$ cat config.mk
export PLATFORM = sky130hd
export DESIGN_NAME = stream_offs_uloop_flat
export DESIGN_NICKNAME = d
export VERILOG_FILES = /design/src/rtl/stream_offs_uloop_if.sv /design/src/rtl/stream_offs_uloop.sv /design/src/flat_wrapper.sv
export SDC_FILE = /design/constraint.sdc
export NUM_CORES = 1
export LEC_CHECK = 0
export CORE_ASPECT_RATIO = 1.4
export CORE_MARGIN = 4
export CORE_UTILIZATION = 56
export CTS_CLUSTER_DIAMETER = 80
export CTS_CLUSTER_SIZE = 30
export DETAILED_ROUTE_END_ITERATION = 7
export PLACE_DENSITY_LB_ADDON = 0.25
export SLEW_MARGIN = 20
export SYNTH_ARGS = -nofsm -noshare
export SYNTH_HDL_FRONTEND = slang
export SYNTH_SLANG_ARGS = --single-unit
$ cat constraint.sdc
create_clock -name clk_i -period 8.6 [get_ports clk_i]
set_input_delay 1.72 -clock clk_i [delete_from_list [all_inputs] [get_ports clk_i]]
set_output_delay 1.72 -clock clk_i [all_outputs]
set_load 0.01 [all_outputs]
$ cat src/rtl/stream_offs_uloop_if.sv
// ---------------------------------------------------------------------------
// stream_offs_uloop_if
// Micro-loop handshake between the controlling FSM (master) and the offset
// generator (slave): enable/clear/ready plus loop configuration going in,
// valid/done/offsets/indices coming back.
// ---------------------------------------------------------------------------
interface stream_offs_uloop_if #(
    parameter int unsigned NB_LOOPS   = 3,
    parameter int unsigned NB_OFFS    = 3,
    parameter int unsigned OFFS_WIDTH = 32,
    parameter int unsigned CNT_WIDTH  = 16
);
    logic                                   clear_i;
    logic                                   enable_i;
    logic                                   ready_i;
    logic [NB_LOOPS*CNT_WIDTH-1:0]          loop_len_i;
    logic [NB_LOOPS*NB_OFFS*OFFS_WIDTH-1:0] stride_i;
    logic                                   valid_o;
    logic                                   done_o;
    logic [NB_OFFS*OFFS_WIDTH-1:0]          offs_o;
    logic [NB_LOOPS*CNT_WIDTH-1:0]          idx_o;

    // Controlling FSM side
    modport master (
        output clear_i, enable_i, ready_i, loop_len_i, stride_i,
        input  valid_o, done_o, offs_o, idx_o
    );

    // Offset generator side
    modport slave (
        input  clear_i, enable_i, ready_i, loop_len_i, stride_i,
        output valid_o, done_o, offs_o, idx_o
    );
endinterface

$ cat src/rtl/stream_offs_uloop.sv
// ---------------------------------------------------------------------------
// stream_offs_uloop
// Walks NB_LOOPS nested loops (index 0 innermost) and produces one byte offset
// per stream. Each loop keeps a per-stream base register so an advance of loop
// k is a single add: new = base[k] + stride[k]; all inner bases reload with it.
//
// Optional build macro ULOOP_DONE_STICKY_EN: done_o stays high after the
// wrapping update until clear/reset, and enables are ignored meanwhile.
// ---------------------------------------------------------------------------
module stream_offs_uloop #(
    parameter int unsigned NB_LOOPS   = 3,
    parameter int unsigned NB_OFFS    = 3,
    parameter int unsigned OFFS_WIDTH = 32,
    parameter int unsigned CNT_WIDTH  = 16
) (
    input  logic                 clk_i,
    input  logic                 rst_ni,
    stream_offs_uloop_if.slave   uloop
);

    typedef enum logic {
        IDLE,
        UPDATE
    } state_e;

    typedef logic [CNT_WIDTH-1:0]  cnt_t;
    typedef logic [OFFS_WIDTH-1:0] offs_t;

    state_e state_q;
    logic   valid_q;
    logic   done_q;
    cnt_t   idx_q  [NB_LOOPS];
    offs_t  base_q [NB_LOOPS][NB_OFFS];
    offs_t  offs_q [NB_OFFS];

    cnt_t   idx_d  [NB_LOOPS];
    offs_t  base_d [NB_LOOPS][NB_OFFS];
    offs_t  offs_d [NB_OFFS];
    logic   wrap_d;

    cnt_t   loop_len [NB_LOOPS];
    cnt_t   last_idx [NB_LOOPS];
    logic   at_last  [NB_LOOPS];
    offs_t  stride   [NB_LOOPS][NB_OFFS];
    offs_t  new_offs [NB_OFFS];
    logic   accept;
    logic   block_en;

    // Unpack the flat configuration buses into per-loop / per-stream views
    for (genvar l = 0; l < NB_LOOPS; l++) begin : g_unpack_loop
        assign loop_len[l] = uloop.loop_len_i[l*CNT_WIDTH +: CNT_WIDTH];
        // A length of 0 behaves as a single-iteration loop
        assign last_idx[l] = (loop_len[l] == '0) ? '0 : loop_len[l] - 1'b1;
        // >= rather than == so a length shrunk mid-run still carries out
        // instead of counting all the way around the counter width
        assign at_last[l]  = (idx_q[l] >= last_idx[l]);
        for (genvar o = 0; o < NB_OFFS; o++) begin : g_unpack_offs
            assign stride[l][o] =
                uloop.stride_i[(l*NB_OFFS + o)*OFFS_WIDTH +: OFFS_WIDTH];
        end
    end

`ifdef ULOOP_DONE_STICKY_EN
    // Once wrapped, the block stays parked until clear/reset
    assign block_en = done_q;
`else
    assign block_en = 1'b0;
`endif

    assign accept = uloop.enable_i & uloop.ready_i & ~block_en;

    // Carry chain: find the lowest loop not at its last index and build the
    // complete next index/base/offset set for one update
    always_comb begin
        int   k;
        logic carry;
        // NOTE: every always_comb target gets a default first, so no path
        // leaves it unassigned and no latch is inferred.
        k     = 0;
        carry = 1'b1;
        for (int l = 0; l < NB_LOOPS; l++) begin
            idx_d[l] = idx_q[l];
            if (carry) begin
                if (at_last[l]) begin
                    idx_d[l] = '0;
                end else begin
                    idx_d[l] = idx_q[l] + 1'b1;
                    k        = l;
                    carry    = 1'b0;
                end
            end
        end
        wrap_d = carry;

        for (int o = 0; o < NB_OFFS; o++) begin
            new_offs[o] = '0;
            for (int l = 0; l < NB_LOOPS; l++) begin
                if (l == k) new_offs[o] = base_q[l][o] + stride[l][o];
            end
            offs_d[o] = wrap_d ? '0 : new_offs[o];
        end

        for (int l = 0; l < NB_LOOPS; l++) begin
            for (int o = 0; o < NB_OFFS; o++) begin
                if (wrap_d)      base_d[l][o] = '0;
                else if (l <= k) base_d[l][o] = new_offs[o];
                else             base_d[l][o] = base_q[l][o];
            end
        end
    end

    // Control FSM with registered outputs; counters, bases and offsets only
    // load on the accept edge so they appear together with valid_o
    always_ff @(posedge clk_i or negedge rst_ni) begin
        if (!rst_ni) begin
            // NOTE: the base/index arrays are state the carry rule reads back,
            // so every element is reset, not just the control flops.
            state_q <= IDLE;
            valid_q <= 1'b0;
            done_q  <= 1'b0;
            for (int l = 0; l < NB_LOOPS; l++) begin
                idx_q[l] <= '0;
                for (int o = 0; o < NB_OFFS; o++) base_q[l][o] <= '0;
            end
            for (int o = 0; o < NB_OFFS; o++) offs_q[o] <= '0;
        end else if (uloop.clear_i) begin
            state_q <= IDLE;
            valid_q <= 1'b0;
            done_q  <= 1'b0;
            for (int l = 0; l < NB_LOOPS; l++) begin
                idx_q[l] <= '0;
                for (int o = 0; o < NB_OFFS; o++) base_q[l][o] <= '0;
            end
            for (int o = 0; o < NB_OFFS; o++) offs_q[o] <= '0;
        end else begin
            // NOTE: non-blocking assignments throughout, so every register
            // samples pre-edge values regardless of statement order.
            case (state_q)
                IDLE: begin
                    if (accept) begin
                        state_q <= UPDATE;
                        valid_q <= 1'b1;
                        done_q  <= wrap_d;
                        for (int l = 0; l < NB_LOOPS; l++) begin
                            idx_q[l] <= idx_d[l];
                            for (int o = 0; o < NB_OFFS; o++)
                                base_q[l][o] <= base_d[l][o];
                        end
                        for (int o = 0; o < NB_OFFS; o++) offs_q[o] <= offs_d[o];
                    end
                end
                UPDATE: begin
                    state_q <= IDLE;
                    valid_q <= 1'b0;
`ifndef ULOOP_DONE_STICKY_EN
                    done_q  <= 1'b0;
`endif
                end
                default: begin
                    state_q <= IDLE;
                    valid_q <= 1'b0;
                end
            endcase
        end
    end

    // Drive the packed output buses from the registered state
    assign uloop.valid_o = valid_q;
    assign uloop.done_o  = done_q;
    for (genvar o = 0; o < NB_OFFS; o++) begin : g_pack_offs
        assign uloop.offs_o[o*OFFS_WIDTH +: OFFS_WIDTH] = offs_q[o];
    end
    for (genvar l = 0; l < NB_LOOPS; l++) begin : g_pack_idx
        assign uloop.idx_o[l*CNT_WIDTH +: CNT_WIDTH] = idx_q[l];
    end

endmodule

$ cat src/flat_wrapper.sv
// flat-port wrapper written by rule: the top's interface ports become plain ports
module stream_offs_uloop_flat 
#(
    parameter int unsigned NB_LOOPS   = 3,
    parameter int unsigned NB_OFFS    = 3,
    parameter int unsigned OFFS_WIDTH = 32,
    parameter int unsigned CNT_WIDTH  = 16
)
  (clk_i, rst_ni, uloop_clear_i, uloop_enable_i, uloop_ready_i, uloop_loop_len_i, uloop_stride_i, uloop_valid_o, uloop_done_o, uloop_offs_o, uloop_idx_o);
  stream_offs_uloop_if #(.NB_LOOPS(NB_LOOPS), .NB_OFFS(NB_OFFS), .OFFS_WIDTH(OFFS_WIDTH), .CNT_WIDTH(CNT_WIDTH)) uloop_i ();
  input  logic clk_i;
  input  logic rst_ni;
  input wire logic [$bits(uloop_i.clear_i)-1:0] uloop_clear_i;
  input wire logic [$bits(uloop_i.enable_i)-1:0] uloop_enable_i;
  input wire logic [$bits(uloop_i.ready_i)-1:0] uloop_ready_i;
  input wire logic [$bits(uloop_i.loop_len_i)-1:0] uloop_loop_len_i;
  input wire logic [$bits(uloop_i.stride_i)-1:0] uloop_stride_i;
  output wire logic [$bits(uloop_i.valid_o)-1:0] uloop_valid_o;
  output wire logic [$bits(uloop_i.done_o)-1:0] uloop_done_o;
  output wire logic [$bits(uloop_i.offs_o)-1:0] uloop_offs_o;
  output wire logic [$bits(uloop_i.idx_o)-1:0] uloop_idx_o;
  assign uloop_i.clear_i = uloop_clear_i;
  assign uloop_i.enable_i = uloop_enable_i;
  assign uloop_i.ready_i = uloop_ready_i;
  assign uloop_i.loop_len_i = uloop_loop_len_i;
  assign uloop_i.stride_i = uloop_stride_i;
  assign uloop_valid_o = uloop_i.valid_o;
  assign uloop_done_o = uloop_i.done_o;
  assign uloop_offs_o = uloop_i.offs_o;
  assign uloop_idx_o = uloop_i.idx_o;
  stream_offs_uloop #(.NB_LOOPS(NB_LOOPS), .NB_OFFS(NB_OFFS), .OFFS_WIDTH(OFFS_WIDTH), .CNT_WIDTH(CNT_WIDTH)) u_core (.clk_i(clk_i), .rst_ni(rst_ni), .uloop(uloop_i));
endmodule
==> results of run 1 <==
## placed cells by master (no fill, tap or decap), drive strengths merged, types with 26 or more instances in the layout
cell type / n
nand3: 63
nor3: 62
a21o: 147
o31ai: 59
o21ai: 324
o211ai: 46
buf: 36
a22o: 27
nand2b: 42
xnor2: 168
dfrtp: 339
a21oi: 294
nor2: 229
inv: 69
a211oi: 67
ha: 336
o21a: 35
o21bai: 26
xor2: 146
nor2b: 35
clkdlybuf4s50: 485
a31oi: 30
and3: 45
mux2: 41
nand2: 607
nand4: 38
## through the flow
step                instances  hold WS, ns
floorplan                3809       0.4428
global route             4859       0.5108
CTS                      4854       0.4966
global placement         4818       0.4629
finish                   4861       0.4931
detailed placement       4818       0.4695
## worst max-delay path, delay by kind of cell
kind / cells / cell delay (ns)
AO/OA/AOI/OAI: 6 / 1.68
adder cells (fa/ha/maj): 1 / 0.26
AND/OR/NAND/NOR: 9 / 3.22
buffers and inverters: 2 / 0.80
## flip-flops by register name, indices dropped and copies added (netlist names)
register and flops:
u_core.uloop.valid_o 1, u_core.base_q 199, u_core.uloop.idx_o 48, u_core.uloop.offs_o 89
u_core.uloop.done_o 1, u_core.state_q 1
## Yosys cell counts, types with 12 or more instances
cell type and count:
a211o_1 17, a211oi_1 65, a21o_1 147, a21oi_1 288, a221oi_1 13, a22o_1 27
a311oi_1 15, a31oi_1 29, and2_1 21, and3_1 45, buf_1 13, buf_2 34
buf_4 96, clkbuf_1 96, dfrtp_1 339, ha_1 336, inv_1 60, mux2_2 38
nand2_1 606, nand2b_1 42, nand3_1 63, nand4_1 38, nor2_1 227, nor2b_1 35
nor3_1 62, nor4_1 25, o211ai_1 46, o21a_1 35, o21ai_0 300, o21ai_1 23
o21bai_1 26, o31a_1 12, o31ai_1 58, or3_1 12, xnor2_1 168, xor2_1 145
## power by group through the flow
| stage | combinational (W) | sequential (W) | clock (W) |
|---|---|---|---|
| CTS | 0.00596 | 0.00244 | 0.00127 |
| global route | 0.00661 | 0.00250 | 0.00132 |
| global placement | 0.00587 | 0.00246 | 0 |
| finish | 0.00603 | 0.00245 | 0.00125 |
| detailed placement | 0.00591 | 0.00247 | 0 |
| floorplan | 0.00444 | 0.00230 | 0 |
## final cells by class
| cell class | instances | share of cell area (%) |
|---|---|---|
| clock buffers | 22 | 1.430 |
| flip-flops and latches | 339 | 22.92 |
| clock inverters | 14 | 0.6659 |
| diodes | 7 | 0.04732 |
| repair buffers | 521 | 14.10 |
| multi-input cells | 3170 | 57.77 |
| inverters | 60 | 0.6084 |
| well taps | 728 | 2.461 |
## worst max path at each step
stage / from / to / slack (ns) / cells after the start
after floorplan: uloop_loop_len_i[39] / u_core.uloop.offs_o[54]$_DFFE_PN0P_ / 2.81 / 18
after global placement: uloop_loop_len_i[39] / u_core.base_q[187]$_DFFE_PN0P_ / 1.09 / 17
after detailed placement: uloop_loop_len_i[39] / u_core.base_q[147]$_DFFE_PN0P_ / 0.88 / 17
after CTS: uloop_loop_len_i[37] / u_core.base_q[119]$_DFFE_PN0P_ / 1.46 / 18
after global routing: uloop_loop_len_i[37] / u_core.uloop.idx_o[35]$_DFFE_PN0P_ / 1.03 / 19
final: uloop_loop_len_i[39] / u_core.base_q[119]$_DFFE_PN0P_ / 1.40 / 18
## per-layer routing
metal,track usage (%),vias up,routed length (um)
li1,-,14470,-
met1,41.92,14450,41070
met2,61.03,1321,52980
met3,5.472,322,8501
met4,17.94,2,6571
met5,0,-,14
## logic make-up (layout without fill, tap and decap cells)
group | count (synthesis) | in the layout | share of synthesized area [%]
buffers and inverters | 300 | 617 | 4.892
muxes | 49 | 49 | 1.756
adders and majority gates | 345 | 345 | 14.02
AOI/OAI and AO/OA | 1240 | 1240 | 25.89
other | 0 | 7 | 0
xor gates and xnor gates | 314 | 314 | 8.817
DFF | 339 | 339 | 27.12
and+or+nand+nor | 1222 | 1222 | 17.51
==> impl_metrics.py, run 1 <==
metrics = {
    "layout": {
        "design.final.nets": 4798,
        "syn_to_final_growth_pct": 18.35,
        "n_fill_cell": 4754,
        "final_layout_size_suffix_gt1_share_pct": 3.854,
        "multiInputGateArea_um2": 21380,
        "finish.instance_area_um2": 37020,
        "seq_area_um2": 8483,
        "finish.utilization_pct": 66.99,
    },
    "hold_path": {
        "holdPathStages": 2,
        "worst_hold_startpoint": "u_core.base_q[7]$_DFFE_PN0P_",
        "min_delay_worst_endpoint": "u_core.base_q[7]$_DFFE_PN0P_",
        "timing.hold.worst.class": "reg -> reg",
    },
    "grt": {
        "first_global_vias": 30280,
        "grt_overflow_total": 0,
        "grt_first_pass_wirelength_um": 168200,
        "grtUsageTotal_pct": 34.99,
        "grt_max_degree": 139,
        "initial_antenna_violation_count": 8,
    },
    "floorplanning": {
        "die_h_um": 287.6,
        "floorplan.rows": 102,
        "io_pins": 487,
        "dieArea_um2": 59750,
        "die_width_um": 207.7,
        "core_area_um2": 55260,
        "initial_utilization_pct": 56.60,
    },
    "clocking": {
        "clkSlewWorstSetupHoldPaths_ns": 0.11,
        "cts-hold-fix-buffers": 0,
        "clock_sinks": 339,
        "clkLatencyLatePin_ns": 0.57,
        "post_cts_resize_count": 0,
        "cts_made_buffers": 20,
        "tritoncts": "done",
        "root_buffer": "clkbuf_16",
        "post-cts-setup-buffers": 0,
        "cts-htree-levels": 1,
        "cts.path.max_buffers": 3,
    },
    "critical_path": {
        "crit_fanout": 37,
        "worst_path_largest_cell_delay_ns": 0.86,
        "worst_ep_required_time_ns": 9.09,
        "cell_mode_on_critical_path": "nand2b_1",
        "crit_path_cell_trace": "clkdlybuf4s50_1 -> or4_1 -> nor4_1 -> nand2b_1 -> nor3_1 -> nand4b_1 -> and2_1 -> ha_1 -> nand2b_1 -> a21o_1 -> a211oi_1 -> o21ai_0 -> a31oi_2 -> o21ai_4 -> buf_4 -> nor2_1 -> o211ai_1 -> nand2_1",
        "regToRegEndpoint": "u_core.uloop.offs_o[56]$_DFFE_PN0P_",
        "endpoint_kind": "flip-flop",
        "path_class": "in -> reg",
        "worst_r2r_startpoint": "u_core.uloop.offs_o[32]$_DFFE_PN0P_",
        "r2r.worst_path.cells": 13,
        "ff2ff_setup_slack_ns": 4.28,
        "critical_path_source_type": "input port",
        "timing.critical_path.arrival_ns": 7.69,
        "worst_path_max_delay_cell": "nor2_1",
    },
    "sta": {
        "timing_hold_violations_final": 0,
        "max_transition_margin_pct": 30.66,
        "setup_repair_after_global_routing_missed_its_margin": "no",
        "report.final.setup_viol": 0,
        "slew_viol_final": 0,
        "clock.fmax_mhz": 138.9,
        "final.period_utilization_pct": 83.70,
        "worstMarginPinSlew_ns": 1.036,
        "setup_tns_ns": 0,
        "fin_crit_ns": 7.198,
        "fin_worst_setup_slack_ns": 1.402,
        "setup_clock_skew_after_layout_ns": 0.02706,
    },
    "yosys": {
        "postSynthCellCount": 3809,
        "netlist.top_cell.by_area": "dfrtp_1",
        "number_of_enable_type_register_cells_in_the_synthesized_netlist": 0,
        "synth_sequential_area_ratio_pct": 27.12,
        "ys_async_sr_fraction_pct": 100.0,
        "yosysWarningCount": 0,
        "mappedNetlistArea_um2": 31280,
        "post_synth_num_cell_types": 92,
        "syn_avg_cell_area_um2": 8.211,
        "synth_top_area_share_pct": 27.12,
        "synth_fp_nets": 4495,
        "synth_top_flop_cell": "dfrtp_1",
        "postSynthRegisterBits": 339,
        "post_synth_main_area_contributors": "dfrtp_1 (27%), ha_1 (13%), nand2_1 (7.3%)",
    },
    "pwr": {
        "netSwitchingPower_w": 0.004448,
        "power_per_cell_area_nw_per_um2": 263.0,
        "power.sequential.fraction_pct": 25.2,
        "power_internal_w": 0.005288,
        "p_leak_nw": 17.31,
        "power_frac_clock_pct": 12.9,
        "combPwrFrac_pct": 61.9,
        "switching_share_pct": 45.69,
        "vdd_ir_drop_max_mv": 0.1481,
        "p_total_w": 0.009736,
    },
    "place": {
        "portBuffers": 486,
        "dpl_cell_area_um2": 36220,
        "post-place-ws_ns": 0.8801,
        "post-dp-hpwl_um": 84170,
        "finalWeightedCongestion": 0.9791,
    },
    "detailed_routing": {
        "routed_wire_length_per_instance_um": 22.45,
        "detail_route.first_pass.iterations": 6,
        "routed_wl_um": 109100,
        "ant_nets": 0,
        "route.detailed.drc": 0,
        "initialDrtViolationCount": 2336,
        "vias_per_cell": 6.288,
        "routed-via-count": 30570,
    },
    "run": {
        "max_cap_viol_count": 0,
    },
    "status": {
        "outcome": "completed",
    },
}
Power figures use the tool's default switching activity.
==> inputs of run 2 (changes only) <==
==> constraint.sdc (replaced) <==
create_clock -name clk_i -period 6.9 [get_ports clk_i]
set_input_delay 1.38 -clock clk_i [delete_from_list [all_inputs] [get_ports clk_i]]
set_output_delay 1.38 -clock clk_i [all_outputs]
set_load 0.01 [all_outputs]
==> run 2 against run 1 <==
  * Setup slack worse by 0.71 ns
  * Sequential power grew 25%
  * Global-route usage grew 0.15 points
  * First-iteration DRC count rose by 4.1%
  * Utilization rose by 0.30 points
  * Sequential cell count did not move
  * Non-clock buffer count increased by 19
  * Cell area up 0.45%
  * Largest power group unchanged
==> impl_metrics.py, run 2 (synthesis results as in run 1) <==
metrics = {
    "status": {
        "outcome": "completed",
    },
    "pwr": {
        "vdd_ir_drop_max_mv": 0.2172,
        "p_leak_nw": 17.39,
        "power_per_cell_area_nw_per_um2": 324.3,
    },
    "sta": {
        "setup_clock_skew_after_layout_ns": 0.03053,
        "clock.fmax_mhz": 161.2,
        "setup_tns_ns": 0,
        "worstMarginPinSlew_ns": 1.119,
        "setup_repair_after_global_routing_missed_its_margin": "no",
        "timing_hold_violations_final": 0,
        "slew_viol_final": 0,
        "fin_crit_ns": 6.205,
        "report.final.setup_viol": 0,
        "worst_hold_slack_ns": 0.4882,
        "max_transition_margin_pct": 25.23,
        "final.period_utilization_pct": 89.93,
    },
    "clocking": {
        "clkLatencyLatePin_ns": 0.59,
        "post_cts_resize_count": 0,
        "cts.path.max_buffers": 3,
        "root_buffer": "clkbuf_16",
        "cts_made_buffers": 21,
        "cts-hold-fix-buffers": 0,
        "clock_sinks": 339,
        "clkSlewWorstSetupHoldPaths_ns": 0.12,
        "cts-htree-levels": 1,
        "tritoncts": "done",
        "post-cts-setup-buffers": 0,
    },
    "layout": {
        "mostFrequentLayoutCell": "nand2_1",
        "layoutNonFillerInstCount": 4883,
        "finish.instance_area_um2": 37180,
        "largest_register_ffs": 199,
        "syn_to_final_growth_pct": 18.88,
        "top_register": "u_core.base_q",
        "top_library_cells_by_usage_in_the_layout_fill_and_taps_aside": "nand2_1 (605), clkdlybuf4s50_1 (485), dfrtp_1 (339), ha_1 (336), o21ai_0 (299)",
        "final_layout_size_suffix_gt1_share_pct": 4.342,
        "design.final.nets": 4818,
    },
    "grt": {
        "grt_max_degree": 143,
        "initial_antenna_violation_count": 11,
        "grt_overflow_total": 0,
        "grt_first_pass_wirelength_um": 168600,
        "first_global_vias": 30390,
        "grtUsageTotal_pct": 35.15,
    },
    "detailed_routing": {
        "routed_wl_um": 110400,
        "routed-via-count": 30670,
        "detail_route.first_pass.iterations": 7,
        "initialDrtViolationCount": 2431,
        "route.detailed.drc": 0,
        "ant_nets": 0,
        "vias_per_cell": 6.280,
        "routed_wire_length_per_instance_um": 22.61,
    },
    "critical_path": {
        "endpoint_kind": "flip-flop",
        "critical_path_source_type": "input port",
        "crit_fanout": 26,
        "path_class": "in -> reg",
        "timing.critical_path.arrival_ns": 6.69,
        "worst_ep_required_time_ns": 7.39,
    },
    "floorplanning": {
        "initial_utilization_pct": 56.60,
        "floorplan.rows": 102,
        "io_pins": 487,
        "die_h_um": 287.6,
        "dieArea_um2": 59750,
        "die_width_um": 207.7,
        "core_area_um2": 55260,
    },
    "place": {
        "finalWeightedCongestion": 0.9748,
        "portBuffers": 486,
        "dpl_cell_area_um2": 36390,
        "dp_cells": 4837,
        "post-dp-hpwl_um": 84630,
    },
    "run": {
        "max_cap_viol_count": 0,
    },
    "hold_path": {
        "timing.hold.worst.class": "reg -> reg",
    },
}
[run 2: cell types whose count changed in the layout (fill, tap and decap cells not counted), moves of 2 or more]
cell	delta
buf_4	+17
clkinv_8	+4
bufinv_16	-3
inv_12	-3
buf_12	+2
clkinv_16	+2
diode_2	+2
inv_8	-2
[run 2: layout make-up]
cell class                 count  area, um2
antenna                        9      22.52
clock buffer                  23      543.0
clock inverter                14      222.7
fill                        4744      18080
inverter                      60      225.2
multi-input combinational   3170      21390
sequential                   339       8483
tap                          728      910.9
timing repair buffer         540       5388
[run 2: where the power goes]
| part | internal, W | switching, W | total [W] |
|---|---|---|---|
| combinational | 0.00333 | 0.00416 | 0.00749 |
| clock | 0.000634 | 0.000869 | 0.00150 |
| sequential | 0.00254 | 0.000523 | 0.00306 |
| total | 0.00651 | 0.00555 | 0.0121 |
[run 2: critical path, cell delays in order]
cell and delay [ns]:
clkdlybuf4s50_1 0.45, or4_1 0.58, nor3_1 0.37, nand2_1 0.20, nor4_1 0.25, xor2_1 0.20, nand2_1 0.08, ha_1 0.31
nand2_1 0.05, o21ai_0 0.23, nor4_1 0.09, o31a_1 0.14, o31a_1 0.43, nor3_2 0.32, nor2_1 0.14, nor2_4 0.87
buf_4 0.36, o21a_1 0.15, mux2i_1 0.06
[run 2: final timing paths]
check	from	endpoint	slack [ns]	cells after the start
min in group asynchronous	rst_ni	u_core.uloop.idx_o[8]$_DFFE_PN0P_	0.77	1
hold / removal	u_core.base_q[89]$_DFFE_PN0P_	u_core.base_q[89]$_DFFE_PN0P_	0.49	2
setup reg to reg	u_core.uloop.offs_o[32]$_DFFE_PN0P_	u_core.uloop.offs_o[62]$_DFFE_PN0P_	2.60	13
setup / recovery	uloop_loop_len_i[3]	u_core.base_q[31]$_DFFE_PN0P_	0.70	19
hold reg to reg	u_core.base_q[89]$_DFFE_PN0P_	u_core.base_q[89]$_DFFE_PN0P_	0.49	2
max in group asynchronous	rst_ni	u_core.uloop.offs_o[49]$_DFFE_PN0P_	4.79	2
[run 2: metrics by stage]
step | total power (W) | util, % | setup WS, ns
5_1_grt | 0.01293 | 67.26 | 0.4437
3_3_place_gp | 0.01035 | 65.85 | 0.1657
4_1_cts | 0.01196 | 67.24 | 0.7254
3_5_place_dp | 0.01042 | 65.85 | 0.1120
6_report | 0.01206 | 67.28 | 0.6951
2_1_floorplan | 0.008399 | - | 1.449
[run 2: per-layer routing]
metal  track usage, %  vias up  share of wire [%]
met5                0        -              0.024
met3            6.246      336                8.2
met4            18.58        4                6.4
li1                 -    14490                  -
met1            41.94    14490                 38
met2            60.65     1356                 48
